==> config.mk <==
export PLATFORM = sky130hd
export DESIGN_NAME = axi_delay_gate
export DESIGN_NICKNAME = d
export VERILOG_FILES = /design/src/rtl/axi_delay_gate.sv
export SDC_FILE = /design/constraint.sdc
export NUM_CORES = 1
export LEC_CHECK = 0
export CAP_MARGIN = 20
export CORE_AREA = 2 2 163 165
export DETAILED_ROUTE_END_ITERATION = 7
export DIE_AREA = 0 0 165 167
export PLACE_DENSITY_LB_ADDON = 0.15
export SKIP_LAST_GASP = 1
export SLEW_MARGIN = 20
export SYNTH_ARGS = -nofsm -noshare
export SYNTH_HDL_FRONTEND = slang
export SYNTH_SLANG_ARGS = --single-unit
export TNS_END_PERCENT = 100
==> constraint.sdc <==
create_clock -name s_aclk -period 2.6 [get_ports s_aclk]
set_clock_uncertainty 0.2 [all_clocks]
set_input_delay 0.26 -clock s_aclk [delete_from_list [all_inputs] [get_ports s_aclk]]
set_output_delay 0.26 -clock s_aclk [all_outputs]
set_load 0.01 [all_outputs]
==> src/rtl/axi_delay_gate.sv <==
// AXI4 latency injector: one valid/ready gate per channel, each stalling beats with its own LFSR
// and a minimum WAIT time. Payloads pass straight through; bypass changes apply only when all channels are quiet.
module axi_delay_gate #(
  parameter int             ID_W      = 4,
  parameter int             ADDR_W    = 32,
  parameter int             DATA_W    = 32,
  parameter int             MIN_DELAY = 0,
  parameter logic [7:0]     STALL_THR = 8'd64,
  parameter logic [15:0]    SEED      = 16'hACE1
) (
  input  logic                s_aclk,
  input  logic                s_aresetn,
  input  logic                delay_en,
  input  logic [ID_W-1:0]     s_axi_awid,
  input  logic [ADDR_W-1:0]   s_axi_awaddr,
  input  logic [7:0]          s_axi_awlen,
  input  logic [2:0]          s_axi_awsize,
  input  logic [1:0]          s_axi_awburst,
  input  logic                s_axi_awvalid,
  output logic                s_axi_awready,
  input  logic [DATA_W-1:0]   s_axi_wdata,
  input  logic [DATA_W/8-1:0] s_axi_wstrb,
  input  logic                s_axi_wlast,
  input  logic                s_axi_wvalid,
  output logic                s_axi_wready,
  output logic [ID_W-1:0]     s_axi_bid,
  output logic [1:0]          s_axi_bresp,
  output logic                s_axi_bvalid,
  input  logic                s_axi_bready,
  input  logic [ID_W-1:0]     s_axi_arid,
  input  logic [ADDR_W-1:0]   s_axi_araddr,
  input  logic [7:0]          s_axi_arlen,
  input  logic [2:0]          s_axi_arsize,
  input  logic [1:0]          s_axi_arburst,
  input  logic                s_axi_arvalid,
  output logic                s_axi_arready,
  output logic [ID_W-1:0]     s_axi_rid,
  output logic [DATA_W-1:0]   s_axi_rdata,
  output logic [1:0]          s_axi_rresp,
  output logic                s_axi_rlast,
  output logic                s_axi_rvalid,
  input  logic                s_axi_rready,
  output logic [ID_W-1:0]     m_axi_awid,
  output logic [ADDR_W-1:0]   m_axi_awaddr,
  output logic [7:0]          m_axi_awlen,
  output logic [2:0]          m_axi_awsize,
  output logic [1:0]          m_axi_awburst,
  output logic                m_axi_awvalid,
  input  logic                m_axi_awready,
  output logic [DATA_W-1:0]   m_axi_wdata,
  output logic [DATA_W/8-1:0] m_axi_wstrb,
  output logic                m_axi_wlast,
  output logic                m_axi_wvalid,
  input  logic                m_axi_wready,
  input  logic [ID_W-1:0]     m_axi_bid,
  input  logic [1:0]          m_axi_bresp,
  input  logic                m_axi_bvalid,
  output logic                m_axi_bready,
  output logic [ID_W-1:0]     m_axi_arid,
  output logic [ADDR_W-1:0]   m_axi_araddr,
  output logic [7:0]          m_axi_arlen,
  output logic [2:0]          m_axi_arsize,
  output logic [1:0]          m_axi_arburst,
  output logic                m_axi_arvalid,
  input  logic                m_axi_arready,
  input  logic [ID_W-1:0]     m_axi_rid,
  input  logic [DATA_W-1:0]   m_axi_rdata,
  input  logic [1:0]          m_axi_rresp,
  input  logic                m_axi_rlast,
  input  logic                m_axi_rvalid,
  output logic                m_axi_rready,
  output logic [31:0]         stall_cycles
);

  localparam int         NCH   = 5;
  localparam logic [7:0] MIN_D = 8'(MIN_DELAY);

  typedef enum logic [1:0] {ST_IDLE, ST_WAIT, ST_OPEN} gate_state_e;

  logic [NCH-1:0] vi, ri, vo, ro, idle_vec, wait_vec;
  logic           mode_q;

  assign m_axi_awid    = s_axi_awid;
  assign m_axi_awaddr  = s_axi_awaddr;
  assign m_axi_awlen   = s_axi_awlen;
  assign m_axi_awsize  = s_axi_awsize;
  assign m_axi_awburst = s_axi_awburst;
  assign m_axi_wdata   = s_axi_wdata;
  assign m_axi_wstrb   = s_axi_wstrb;
  assign m_axi_wlast   = s_axi_wlast;
  assign s_axi_bid     = m_axi_bid;
  assign s_axi_bresp   = m_axi_bresp;
  assign m_axi_arid    = s_axi_arid;
  assign m_axi_araddr  = s_axi_araddr;
  assign m_axi_arlen   = s_axi_arlen;
  assign m_axi_arsize  = s_axi_arsize;
  assign m_axi_arburst = s_axi_arburst;
  assign s_axi_rid     = m_axi_rid;
  assign s_axi_rdata   = m_axi_rdata;
  assign s_axi_rresp   = m_axi_rresp;
  assign s_axi_rlast   = m_axi_rlast;

  // Channel index order: AW, W, B, AR, R (B and R flow slave -> master).
  assign vi = {m_axi_rvalid, s_axi_arvalid, m_axi_bvalid, s_axi_wvalid, s_axi_awvalid};
  assign ri = {s_axi_rready, m_axi_arready, s_axi_bready, m_axi_wready, m_axi_awready};

  assign m_axi_awvalid = vo[0];
  assign s_axi_awready = ro[0];
  assign m_axi_wvalid  = vo[1];
  assign s_axi_wready  = ro[1];
  assign s_axi_bvalid  = vo[2];
  assign m_axi_bready  = ro[2];
  assign m_axi_arvalid = vo[3];
  assign s_axi_arready = ro[3];
  assign s_axi_rvalid  = vo[4];
  assign m_axi_rready  = ro[4];

  for (genvar k = 0; k < NCH; k++) begin : g_gate
    localparam logic [15:0] SEED_RAW = SEED ^ (16'h1111 * 16'(k));
    localparam logic [15:0] SEED_K   = (SEED_RAW == 16'h0000) ? 16'hACE1 : SEED_RAW;

    gate_state_e state_q, state_d;
    logic [7:0]  cnt_q;
    logic [15:0] lfsr_q;
    logic        pass, vo_k, ro_k;

    assign pass = lfsr_q[7:0] >= STALL_THR;

    always_ff @(posedge s_aclk or negedge s_aresetn) begin
      if (!s_aresetn) begin
        state_q <= ST_IDLE;
        cnt_q   <= '0;
        lfsr_q  <= SEED_K;
      end else begin
        state_q <= state_d;
        lfsr_q  <= {1'b0, lfsr_q[15:1]} ^ (lfsr_q[0] ? 16'hB400 : 16'h0000);
        if (state_q == ST_WAIT) cnt_q <= (cnt_q == 8'hFF) ? cnt_q : cnt_q + 8'd1;
        else                    cnt_q <= '0;
      end
    end

    // OPEN is sticky so a forwarded VALID is never withdrawn before its handshake.
    always_comb begin
      state_d = state_q;
      if (!mode_q) begin
        state_d = ST_IDLE;
      end else begin
        case (state_q)
          ST_IDLE: if (vi[k]) state_d = ST_WAIT;
          ST_WAIT: begin
            if (!vi[k])                     state_d = ST_IDLE;
            else if (cnt_q >= MIN_D && pass) state_d = ST_OPEN;
          end
          ST_OPEN: if (!vi[k] || ri[k]) state_d = ST_IDLE;
          default: state_d = ST_IDLE;
        endcase
      end
    end

    always_comb begin
      vo_k = 1'b0;
      ro_k = 1'b0;
      if (!mode_q) begin
        vo_k = vi[k];
        ro_k = ri[k];
      end else if (state_q == ST_OPEN) begin
        vo_k = vi[k];
        ro_k = ri[k];
      end
    end

    assign vo[k]       = vo_k;
    assign ro[k]       = ro_k;
    assign idle_vec[k] = (state_q == ST_IDLE);
    assign wait_vec[k] = (state_q == ST_WAIT);
  end

  // Mode only changes when no beat is in flight on any channel.
  always_ff @(posedge s_aclk or negedge s_aresetn) begin
    if (!s_aresetn) begin
      mode_q       <= 1'b1;
      stall_cycles <= '0;
    end else begin
      if (&idle_vec && vi == '0) mode_q <= delay_en;
      if (|wait_vec && stall_cycles != 32'hFFFF_FFFF) stall_cycles <= stall_cycles + 32'd1;
    end
  end

endmodule

## Word level (Yosys, flattened, before mapping)

Cells that the tools add are included.

| operators by class | value |
|---|---|
| add/subtract/negate cells | 6 |
| magnitude comparators | 10 |
| equality and inequality tests | 36 |
| muxes and demuxes | 65 |
| bitwise logic cells | 5 |
| reductions and logical operators | 30 |

Operators by type and width:

| operator | count |
|---|---|
| 16-bit two-way mux | 5 |
| 8-bit two-way mux | 10 |
| 15-bit by 16-bit XOR with 16-bit output | 5 |
| 2-bit two-way mux | 25 |
| 8-bit by 1-bit adder with 8-bit output (second input constant) | 5 |
| 8-bit == test (second input constant) | 5 |
| 8-bit by 1-bit greater-or-equal comparator with 1-bit output (second input constant) | 5 |
| 8-bit by 7-bit greater-or-equal comparator with 1-bit output (second input constant) | 5 |
| 32-bit by 1-bit adder with 32-bit output (second input constant) | 1 |
| 32-bit inequality test (second input constant) | 1 |
| 3-bit inequality test (second input constant) | 10 |
| 2-bit one-hot mux with 3 select lines | 5 |
| 1-bit two-way mux | 20 |
| 4-bit by 3-bit inequality test with 1-bit output (second input constant) | 5 |
| 3-bit AND reduction | 5 |
| 2-bit by 1-bit == test with 1-bit output (second input constant) | 5 |
| 2-bit == test (second input constant) | 5 |
| 2-bit zero test | 5 |
| 2-bit inequality test (second input constant) | 5 |
| 1-bit logical AND | 7 |
| 1-bit zero test | 5 |
| 5-bit zero test | 1 |
| 1-bit logical OR | 5 |
| 5-bit AND reduction | 1 |
| 5-bit OR reduction | 1 |

| storage, ports and cells | value |
|---|---|
| bits in registers | 163 |
| input bits | 193 |
| output and inout port bits | 222 |
| word-level logic and storage cells | 169 |

## Depth between registers and ports, before layout

Gate-level depths: netlist (run 1).

| depth | value |
|---|---|
| word-level depth | 6 |
| depth in mapped cells | 7 |
| gate-level depth less buffers | 6 |

## Worst setup path before layout (run 1)

No wires, ideal clock.

| timing path | value |
|---|---|
| kind | reg2reg |
| start point | register stall_cycles[3] |
| end point | register stall_cycles[1] |
| setup time | 0.125 ns |
| data arrival time | 1.960 ns |
| required time | 2.275 ns |
| slack | 0.314 ns |
| cell stages (with the launch flop) | 7 |
| buffers on the path | 1 |
| path through | dfrtp_1 > nand4_2 > or4_1 > nor4_2 > buf_4 > nor2_2 > mux2_4 |

| on the way | value |
|---|---|
| longest elaborated chain between the ends | 2 |

RTL lines:

| what | RTL line | source |
|---|---|---|
| start: declaration | 72 | `output logic [31:0] stall_cycles` |
| start signal: assignment | 185 | `if (\|wait_vec && stall_cycles != 32'hFFFF_FFFF) stall_cycles <= stall_cycles + 32'd1;` |
| 32-bit inequality test | 185 |  |
| 1-bit logical AND | 185 |  |

No other way between the ends.
A chain may end at the register's enable or synchronous reset.

## Final worst setup path (run 1)

| timing path | value |
|---|---|
| start point | register stall_cycles[0] |
| end point | register stall_cycles[18] |

| on the way | value |
|---|---|
| longest elaborated chain between the ends | 2 |
| elaborated cells between the ends (all ways) | 3 |
| classes of those cells | add/sub: 1; eq/ne: 1; reduce/logical: 1 |

RTL lines:

| what |
|---|
| parallel branches: the longest is 2 deep, another holds 32-bit by 1-bit adder with 32-bit output |

Parallel ways; which one is timed is not known.

==> results by group, run 1 <==
Outcome
  • Outcome: finished clean

STA
  • Fin crit period: 2390 ps
  • Slew Viols, Final: 0
  • Slew headroom: 0.508
  • Period utilization: 0.919
  • FMAX: 0.418 GHz
  • Final setup margin: about 210 ps
  • RSZ-0062 raised after global routing: no
  • Final hold vios: 0
  • Setup TNS: 0 ps
  • # setup viols final: 0
  • Slew @ Worst Pin: about 740 ps

Layout
  • Fill cells: around 2700
  • Nets: just under 600
  • Multi-input gate area: around 1200 um2
  • Area delta synth->final: 5.82%
  • Final Util: 0.236
  • Ant. Diodes: 0
  • Reg area: 3130 um2
  • Ratio of cells with drive above 1 in the final layout: 0.243
  • Post-route insts no fill: 747

Worst setup path
  • R2r endpoint: stall_cycles[18]
  • R2R cell count: 7
  • Worst-path cell with the longest stage delay: or4_1
  • Worst Path Required: 2680 ps
  • Critical Path Source Type: flip-flop
  • Crit path capture type: flip-flop
  • Worst path max stage delay: around 460 ps
  • CP Data Arrival Time: 2470 ps
  • R2R Path Start: stall_cycles[0]
  • Crit-path max FO: 7
  • Worst reg2reg setup slack: roughly 210 ps
  • Worst path cell trace: ha_1, nand2_1, or4_1, nor4_4, buf_4, nor4bb_1, xor2_1
  • Crit Path Category: reg2reg

Clock network
  • PostCTS Resize Cnt: 0
  • Clock sinks: about 120
  • Clock Path Buffers: 2
  • Cts bufs inserted: 17
  • CTS tree: yes
  • Clock Latency Late Sink: between 400 and 500 ps
  • CTS H-tree lvls: 4
  • CTS clock-pin slew for the worst setup and hold paths: 60 ps
  • Clock Tree Root: clkbuf_16

Detailed routing
  • Drc violations: 0
  • Routed WL: around 17000 um
  • WL/cell: 23.3 um
  • 1st-pass router iterations: 4
  • DRT antenna net count: 0
  • Vias: 2998
  • Initial DRC count: about 180
  • Vias per cell: 4.01

Pwr
  • Power consumption: between 5 and 6 mW
  • Power Dens Cells: about 840 nW/um2
  • Leakage: between 2 and 3 nW
  • Worst vdd ir: roughly 0.00043 V

Floorplanning
  • Cell row count: slightly below 60
  • Io pins: 415
  • DIE HEIGHT: approximately 170 um
  • Total Die Area: 27600 um2
  • Total core area: 25800 um2
  • Starting Density: 0.223
  • Die X: around 170 um

Synth
  • Post-synthesis xor/xnor area fraction: 0.0656
  • Synth cell types: slightly above 40
  • Top cells by area, synth: dfrtp_1, buf_4, dfstp_2
  • Share of Yosys cell area claimed by the top area cell type: 0.340
  • Mean area per synthesized cell: about 12 um2
  • Synthesized area: 5740 um2
  • Async SR Flop Fraction: 1.00
  • Adder-cell share of the synthesized area: 0.00218
  • Largest family of logic cells by synthesized area: buffers and inverters
  • Number of synthesized flops with an enable pin: 0
  • Multiplexer share of the synthesized area: 0.00458
  • Synth Area in Compound Gates: 0.0242
  • Post-synthesis simple-gate area fraction: 0.112
  • Area leader, netlist: dfrtp_1
  • Most common cell in the netlist: buf_4
  • Ys flop type: dfrtp_1
  • Syn_nets: 690
  • Number of synthesized register bits: between 100 and 150
  • Commonest cells post-synth: buf_4, dfrtp_1, dfstp_2
  • Seq/Total Area, Yosys: 0.546
  • Cells after Synth: approximately 500
  • Synthesis Warnings: 0

Global routing
  • Global Route Usage Sum: 0.127
  • Met3 usage: 0.0981
  • Grt total ovfl: 0
  • M1 GR Usage: 0.111
  • First-pass GRT wire length: between 20000 and 25000 um
  • Initial antenna violation count: 0
  • Largest net degree at the start of global routing: a little under 50
  • Number of global-route vias before repair: 3269
  • Most Crowded Layer GR: met2
  • Grt met2 use: 0.204

Worst hold path
  • Min-delay worst type: in2async

Placed design
  • Port bufs: 54
  • Post-detail-place hpwl: 14000 um
  • Setup WS pre-CTS: between 150 and 200 ps
  • Routability congestion estimate: roughly 0.76
  • Dpl cells: 714

Flow run
  • Max Cap Viol: 0
==> critical path: cells and delay by family, from the launching register on <==
kind | cells | cell delay (ps)
simple gates | 4 | 1040
flops | 1 | 410
buf+inv | 1 | 230
fa+ha+maj | 1 | 210
xor+xnor | 1 | 180
==> cell usage in the layout, fill, tap and decap left out, drive strengths merged, types with 2 or more instances in the layout <==
cell type      netlist  routed
or2                  2       2
nand4                6       6
clkbuf               2      17
o22ai                6       6
buf                183      15
nand3               11      11
mux2                 2       2
clkinv               0       2
a21oi                4       4
nor4                16      16
inv                  9      19
bufinv               0       2
o21ai                7       7
nor3                14      14
dfstp               45      45
xnor2                3       3
dfrtp               78      78
nand2               20      20
and3                 8       8
nor2                 8       8
and4b                5       5
and2                11      11
xor2                40      40
and4                 2       2
clkdlybuf4s50        0      53
nand2b               2       2
==> final cells by class <==
| class | instances | share of cell area |
|---|---|---|
| sequential | 123 | 0.516 |
| multi-input combinational | 179 | 0.199 |
| timing repair buffer | 69 | 0.112 |
| clock buffer | 17 | 0.0700 |
| tap | 335 | 0.0690 |
| clock inverter | 15 | 0.0294 |
| inverter | 9 | 0.00556 |
==> where the power goes <==
part	internal, mW	switching (mW)
Clock	1.45	0.957
Combinational	0.292	0.304
Sequential	1.99	0.0791
Total	3.74	1.34
==> how the worst max path moves through the flow <==
stage | end | start | cells past startpoint | slack [ps]
after detailed placement | stall_cycles[18] | stall_cycles[0] | 7 | 190
after global placement | stall_cycles[18] | stall_cycles[5] | 6 | 240
after floorplan | stall_cycles[1] | stall_cycles[3] | 6 | 310
final | stall_cycles[18] | stall_cycles[0] | 7 | 210
after global routing | stall_cycles[23] | stall_cycles[0] | 7 | 30
after CTS | s_axi_bvalid | mode_q | 3 | 160
==> sequential cells by signal (all words and copies together) (netlist names) <==
name and cells:
mode_q 1, g_gate.lfsr_q 80, g_gate.state_q 10, stall_cycles 32
==> stage by stage <==
step                hold WS, ps  area, um2
global placement           21.9       5460
CTS                         111       6080
global route                135       6080
detailed placement         27.0       5460
finish                      116       6080
floorplan                  -236       5740
==> logic make-up (layout without fill, tap and decap cells) <==
family	Yosys count	in the layout
multiplexers	2	2
buffers and inverters	194	110
flip-flops	123	123
AND/OR/NAND/NOR	110	110
XOR/XNOR	43	43
adder cells (fa/ha/maj)	1	1
AO/OA/AOI/OAI	23	23
==> repair_timing <==
action / in CTS / in global routing
setup buffers: 0 / 0
endpoints found under the hold margin: 83 / 0
hold buffers: 1 / 0
==> per-layer routing <==
layer  share of wire  wire [um]
met1            0.29       4980
met2            0.49       8550
met3            0.16       2850
met4           0.053        921
met5          0.0042         73
(Power assumes the default switching activity.)
==> run 2: changes to the inputs <==
--- a/config.mk
+++ b/config.mk
@@ -6,9 +6,9 @@
 export NUM_CORES = 1
 export LEC_CHECK = 0
 export CAP_MARGIN = 20
-export CORE_AREA = 2 2 163 165
+export CORE_AREA = 2 2 161 163
 export DETAILED_ROUTE_END_ITERATION = 7
-export DIE_AREA = 0 0 165 167
+export DIE_AREA = 0 0 163 165
 export PLACE_DENSITY_LB_ADDON = 0.15
 export SKIP_LAST_GASP = 1
 export SLEW_MARGIN = 20
==> run 2 against run 1 <==
Against the previous run:
- first-iteration DRC count down 12%
- utilization up 0.48 points
- non-clock buffer count stayed put
- sequential cell count is the same
- combinational power fell by 5.9%
- final cell count shrank 0.67%
- fmax fell by 1.8%
- largest cell class unchanged
- largest power group unchanged
==> results by group, run 2 (synthesis results as in run 1) <==
Detailed routing
  • Drc violations: 0 (unchanged)
  • Vias: 2945 (was 2998)
  • 1st-pass router iterations: 4 (unchanged)
  • Routed WL: 15000 um (was 17400 um)
  • WL/cell: 20.2 um (was 23.3 um)
  • Vias per cell: 3.97 (was 4.01)
  • Initial DRC count: 154 (was 175)
  • DRT antenna net count: 0 (unchanged)

Pwr
  • Power Dens Cells: 806 nW/um2 (was 836 nW/um2)
  • P_int: 3.54 mW (was 3.74 mW)
  • Sw Pwr: 1.31 mW (was 1.34 mW)
  • Sw frac: 0.270 (was 0.264)
  • Seq pwr share: 0.427 (was 0.408)
  • Leakage: 2.72 nW (was 2.74 nW)
  • Combinational share of power: 0.116 (was 0.117)
  • Clk network pwr share: 0.458 (was 0.475)
  • Worst vdd ir: 0.000489 V (was 0.000435 V)

Placed design
  • Routability congestion estimate: 0.746 (was 0.757)
  • Setup WS pre-CTS: 161 ps (was 185 ps)
  • Post-detail-place hpwl: 11700 um (was 14000 um)
  • Port bufs: 54 (unchanged)
  • Cell area after placement: 5460 um2 (about the same)

Global routing
  • First-pass GRT wire length: 21500 um (was 24400 um)
  • Global Route Usage Sum: 0.112 (was 0.127)
  • Largest net degree at the start of global routing: 69 (was 49)
  • Initial antenna violation count: 0 (unchanged)
  • Grt total ovfl: 0 (unchanged)
  • Number of global-route vias before repair: 3172 (was 3269)

Outcome
  • Outcome: finished clean (unchanged)

Worst setup path
  • Worst reg2reg setup slack: 170 ps (was 210 ps)
  • Crit-path max FO: 13 (was 7)
  • CP Data Arrival Time: 2520 ps (was 2470 ps)
  • Worst Path Required: 2690 ps (was 2680 ps)
  • R2R cell count: 7 (unchanged)
  • Crit path capture type: flip-flop (unchanged)
  • R2r endpoint: stall_cycles[1] (was stall_cycles[18])
  • Critical Path Source Type: flip-flop (unchanged)
  • R2R Path Start: stall_cycles[0] (unchanged)
  • Crit Path Category: reg2reg (unchanged)

STA
  • Final setup margin: 166 ps (was 210 ps)
  • Period utilization: 0.936 (was 0.919)
  • Slew @ Worst Pin: 987 ps (was 735 ps)
  • Slew Viols, Final: 0 (unchanged)
  • FMAX: 0.411 GHz (was 0.418 GHz)
  • Final hold vios: 0 (unchanged)
  • Setup TNS: 0 ps (unchanged)
  • Slew headroom: 0.340 (was 0.508)
  • # setup viols final: 0 (unchanged)
  • Fin crit period: 2430 ps (was 2390 ps)
  • RSZ-0062 raised after global routing: no (unchanged)

Clock network
  • CTS clock-pin slew for the worst setup and hold paths: 60 ps (about the same)
  • Clock sinks: 123 (unchanged)
  • CTS tree: yes (unchanged)
  • Clock Latency Late Sink: 410 ps (about the same)
  • Cts bufs inserted: 17 (unchanged)
  • Clock Tree Root: clkbuf_16 (unchanged)
  • CTS H-tree lvls: 4 (unchanged)
  • Clock Path Buffers: 2 (unchanged)
  • PostCTS Resize Cnt: 0 (unchanged)

Layout
  • Ant. Diodes: 0 (unchanged)
  • Most frequent cells in the layout: dfrtp_1, clkdlybuf4s50_1, dfstp_2 (unchanged)
  • Ratio of cells with drive above 1 in the final layout: 0.243 (unchanged)
  • Nets: 593 (unchanged)
  • Area delta synth->final: 4.92% (was 5.82%)
  • Regs by FF count: g_gate.lfsr_q x80, stall_cycles x32, g_gate.state_q x10 (unchanged)
  • Most common cell after layout, fill and taps aside: dfrtp_1 (unchanged)
  • Max reg flops: 80 (unchanged)
  • Biggest register: g_gate.lfsr_q (unchanged)
  • Final instance area: 6020 um2 (was 6080 um2)
  • Final Util: 0.241 (was 0.236)

Floorplanning
  • Die X: 163 um (was 165 um)
  • Total Die Area: 26900 um2 (was 27600 um2)
  • Total core area: 25000 um2 (was 25800 um2)
  • Cell row count: 58 (was 59)
  • Io pins: 415 (unchanged)
  • DIE HEIGHT: 165 um (was 167 um)
  • Starting Density: 0.229 (was 0.223)

Flow run
  • Max Cap Viol: 0 (unchanged)

Worst hold path
  • Min-delay worst type: in2async (unchanged)
[run 2: cell count changes in the layout (fill, tap and decap cells not counted), sizes merged]
cell	before	now
bufinv	2	0
clkbuf	17	18
clkinv	2	3
[run 2: worst max path at each step]
stage	startpoint	endpoint	slack [ps]	cells after the start
after floorplan	stall_cycles[3]	stall_cycles[1]	310	6
after global placement	stall_cycles[0]	stall_cycles[1]	210	7
after detailed placement	g_gate[3].state_q[1]	stall_cycles[1]	160	5
after CTS	g_gate[3].state_q[1]	stall_cycles[1]	140	5
after global routing	g_gate[3].state_q[1]	stall_cycles[1]	20	5
final	stall_cycles[0]	stall_cycles[1]	170	7
[run 2: power by group through the flow]
stage	Sequential, mW	Combinational (mW)	Clock, mW
5_1_grt	2.08	0.617	2.38
2_1_floorplan	2.12	0.512	0
3_5_place_dp	2.10	0.575	0
6_report	2.07	0.561	2.22
3_3_place_gp	2.10	0.571	0
4_1_cts	2.07	0.581	2.29
[run 2: area by class of cell]
type	instances	area (um2)
fillers	2617	19000
flip-flops and latches	123	3130
multi-input cells	179	1210
repair buffers	69	678
clock buffers	18	439
well taps	330	413
clock inverters	14	120
inverters	9	33.8
[run 2: what timing repair did]
action                                 CTS  global route
endpoints found under the hold margin   62             0
buffers inserted                         0             0
hold buffers                             1             0
[run 2: worst max-delay path, stage by stage (launching register included)]
cell	delay, ps
dfrtp_1	410
ha_1	210
nand2_1	90
or4_1	460
nor4_4	370
buf_12	180
nor2_2	60
mux2_4	340
[run 2: per-layer routing]
layer,GRT usage,wire length (um),up-vias
met1,0.102,4710,1404
met2,0.181,7470,209
met3,0.0881,2350,63
met5,0,0,-
li1,-,-,1269
met4,0.0551,495,0
[run 2: per-stage QoR]
step | hold slack, ps | instances | power [mW]
floorplan | -236 | 496 | 2.63
global placement | -5.16 | 709 | 2.67
detailed placement | -1.68 | 709 | 2.68
CTS | 98.1 | 742 | 4.95
global route | 136 | 742 | 5.09
finish | 99.0 | 742 | 4.86
==> run 3: changes to the inputs <==
--- a/config.mk
+++ b/config.mk
@@ -9,7 +9,6 @@
 export CORE_AREA = 2 2 161 163
 export DETAILED_ROUTE_END_ITERATION = 7
 export DIE_AREA = 0 0 163 165
-export PLACE_DENSITY_LB_ADDON = 0.15
 export SKIP_LAST_GASP = 1
 export SLEW_MARGIN = 20
 export SYNTH_ARGS = -nofsm -noshare
==> run 3 against run 2 <==
Against the previous run:
- fmax grew 3.4%
- critical path depth shrank 1
- design area is essentially flat
- utilization is essentially flat
- count of clock-buffer cells in the layout grew 3
- via count shrank 1.8%
- die area is the same
- clock power grew 7%
- total power grew 2.5%
- register-to-register slack gained 80 ps
- worst hold slack gained 47 ps
- non-clock buffer count shrank 5
==> results by group, run 3 (synthesis results as in run 1) <==
Outcome
  • Outcome: finished clean (unchanged)

Clock network
  • Clock sinks: 123 (unchanged)
  • CTS tree: yes (unchanged)
  • Clock Tree Root: clkbuf_16 (unchanged)
  • Clock Latency Late Sink: 410 ps (about the same)
  • CTS H-tree lvls: 4 (unchanged)
  • PostCTS Resize Cnt: 0 (unchanged)
  • # Post-CTS Setup Buffers: 0 (unchanged)
  • Cts bufs inserted: 17 (unchanged)
  • Hold buffers post-CTS: 1 (unchanged)
  • Clock Path Buffers: 2 (unchanged)
  • CTS clock-pin slew for the worst setup and hold paths: 60 ps (about the same)

Layout
  • Regs by FF count: g_gate.lfsr_q x80, stall_cycles x32, g_gate.state_q x10 (unchanged)
  • Ratio of cells with drive above 1 in the final layout: 0.231 (was 0.243)
  • Most frequent cells in the layout: dfrtp_1, clkdlybuf4s50_1, dfstp_2 (unchanged)
  • Biggest register: g_gate.lfsr_q (unchanged)
  • Ant. Diodes: 0 (unchanged)
  • Area delta synth->final: 4.84% (was 4.92%)
  • Final Util: 0.240 (was 0.241)
  • Most common cell after layout, fill and taps aside: dfrtp_1 (unchanged)
  • Post-route insts no fill: 737 (was 742)
  • Max reg flops: 80 (unchanged)
  • Nets: 588 (was 593)

Worst hold path
  • Min-delay worst type: reg2reg (was in2async)
  • Worst hold stages: 0

Floorplanning
  • Die X: 163 um (unchanged)
  • Total core area: 25000 um2 (unchanged)
  • Total Die Area: 26900 um2 (unchanged)
  • Io pins: 415 (unchanged)
  • Cell row count: 58 (unchanged)
  • Starting Density: 0.229 (unchanged)
  • DIE HEIGHT: 165 um (unchanged)

Global routing
  • Largest net degree at the start of global routing: 43 (was 69)
  • Grt total ovfl: 0 (unchanged)
  • Number of global-route vias before repair: 3028 (was 3172)
  • Global Route Usage Sum: 0.0995 (was 0.112)
  • First-pass GRT wire length: 19400 um (was 21500 um)
  • Initial antenna violation count: 0 (unchanged)

Placed design
  • Routability congestion estimate: 0.771 (was 0.746)
  • Port bufs: 54 (unchanged)
  • Post-detail-place hpwl: 9980 um (was 11700 um)
  • Setup WS pre-CTS: 254 ps (was 161 ps)
  • Dpl cells: 704 (was 709)

STA
  • Final setup margin: 246 ps (was 166 ps)
  • RSZ-0062 raised after global routing: no (unchanged)
  • Slew @ Worst Pin: 790 ps (was 987 ps)
  • # setup viols final: 0 (unchanged)
  • Fin crit period: 2350 ps (was 2430 ps)
  • Setup TNS: 0 ps (unchanged)
  • Slew Viols, Final: 0 (unchanged)
  • FMAX: 0.425 GHz (was 0.411 GHz)
  • Final hold vios: 0 (unchanged)
  • Slew headroom: 0.468 (was 0.340)
  • Period utilization: 0.905 (was 0.936)

Detailed routing
  • Vias per cell: 3.92 (was 3.97)
  • WL/cell: 18.0 um (was 20.2 um)
  • Initial DRC count: 159 (was 154)
  • Routed WL: 13300 um (was 15000 um)
  • Vias: 2892 (was 2945)
  • DRT antenna net count: 0 (unchanged)
  • Drc violations: 0 (unchanged)
  • 1st-pass router iterations: 4 (unchanged)

Worst setup path
  • CP Data Arrival Time: 2440 ps (was 2520 ps)
  • Crit Path Category: reg2reg (unchanged)
  • R2R cell count: 6 (was 7)
  • Crit-path max FO: 7 (was 13)
  • Critical Path Source Type: flip-flop (unchanged)
  • Crit path capture type: flip-flop (unchanged)
  • Worst Path Required: 2690 ps (about the same)

Pwr
  • Power Dens Cells: 827 nW/um2 (was 806 nW/um2)
  • Power consumption: 4.98 mW (was 4.86 mW)
  • Worst vdd ir: 0.000403 V (was 0.000489 V)
  • Leakage: 2.71 nW (was 2.72 nW)

Flow run
  • Max Cap Viol: 0 (unchanged)
run 3: stage by stage:
stage / cell area, um2 / hold slack (ps)
6_report: 6020 / 146
5_1_grt: 6020 / 156
4_1_cts: 6020 / 149
3_5_place_dp: 5410 / 102
3_3_place_gp: 5410 / 101
2_1_floorplan: 5740 / -236
run 3: layout make-up:
| type | count | area (um2) |
|---|---|---|
| fill | 2595 | 19000 |
| sequential | 123 | 3130 |
| multi-input combinational | 179 | 1210 |
| timing repair buffer | 64 | 628 |
| clock buffer | 21 | 470 |
| tap | 330 | 413 |
| clock inverter | 11 | 134 |
| inverter | 9 | 33.8 |
run 3: report_power, final:
| group | total [mW] | switching, mW | internal, mW |
|---|---|---|---|
| logic | 0.516 | 0.255 | 0.261 |
| registers | 2.09 | 0.0966 | 1.99 |
| clock network | 2.37 | 0.870 | 1.50 |
| total | 4.98 | 1.22 | 3.76 |
run 3: routing by layer:
layer,up-vias,share of wire,GRT usage
li1,1258,-,-
met1,1397,0.32,0.0941
met2,179,0.49,0.157
met3,58,0.14,0.0721
met4,0,0.044,0.0583
met5,-,0,0
run 3: worst paths after layout:
| path | slack [ps] | startpoint | endpoint |
|---|---|---|---|
| min in group asynchronous | 180 | s_aresetn | g_gate[0].lfsr_q[9] |
| max reg2reg | 250 | stall_cycles[3] | stall_cycles[1] |
| min reg2reg | 150 | g_gate[2].lfsr_q[5] | g_gate[2].lfsr_q[4] |
| max | 250 | stall_cycles[3] | stall_cycles[1] |
| max in group asynchronous | 1270 | s_aresetn | g_gate[2].lfsr_q[15] |
| min | 150 | g_gate[2].lfsr_q[5] | g_gate[2].lfsr_q[4] |
run 3: critical path, cell delays in order (launching register included):
cell and delay, ps:
dfrtp_1 450, nand4_2 150, or4_1 580, nor4_4 310, buf_4 190, nor2_2 60
mux2_4 300
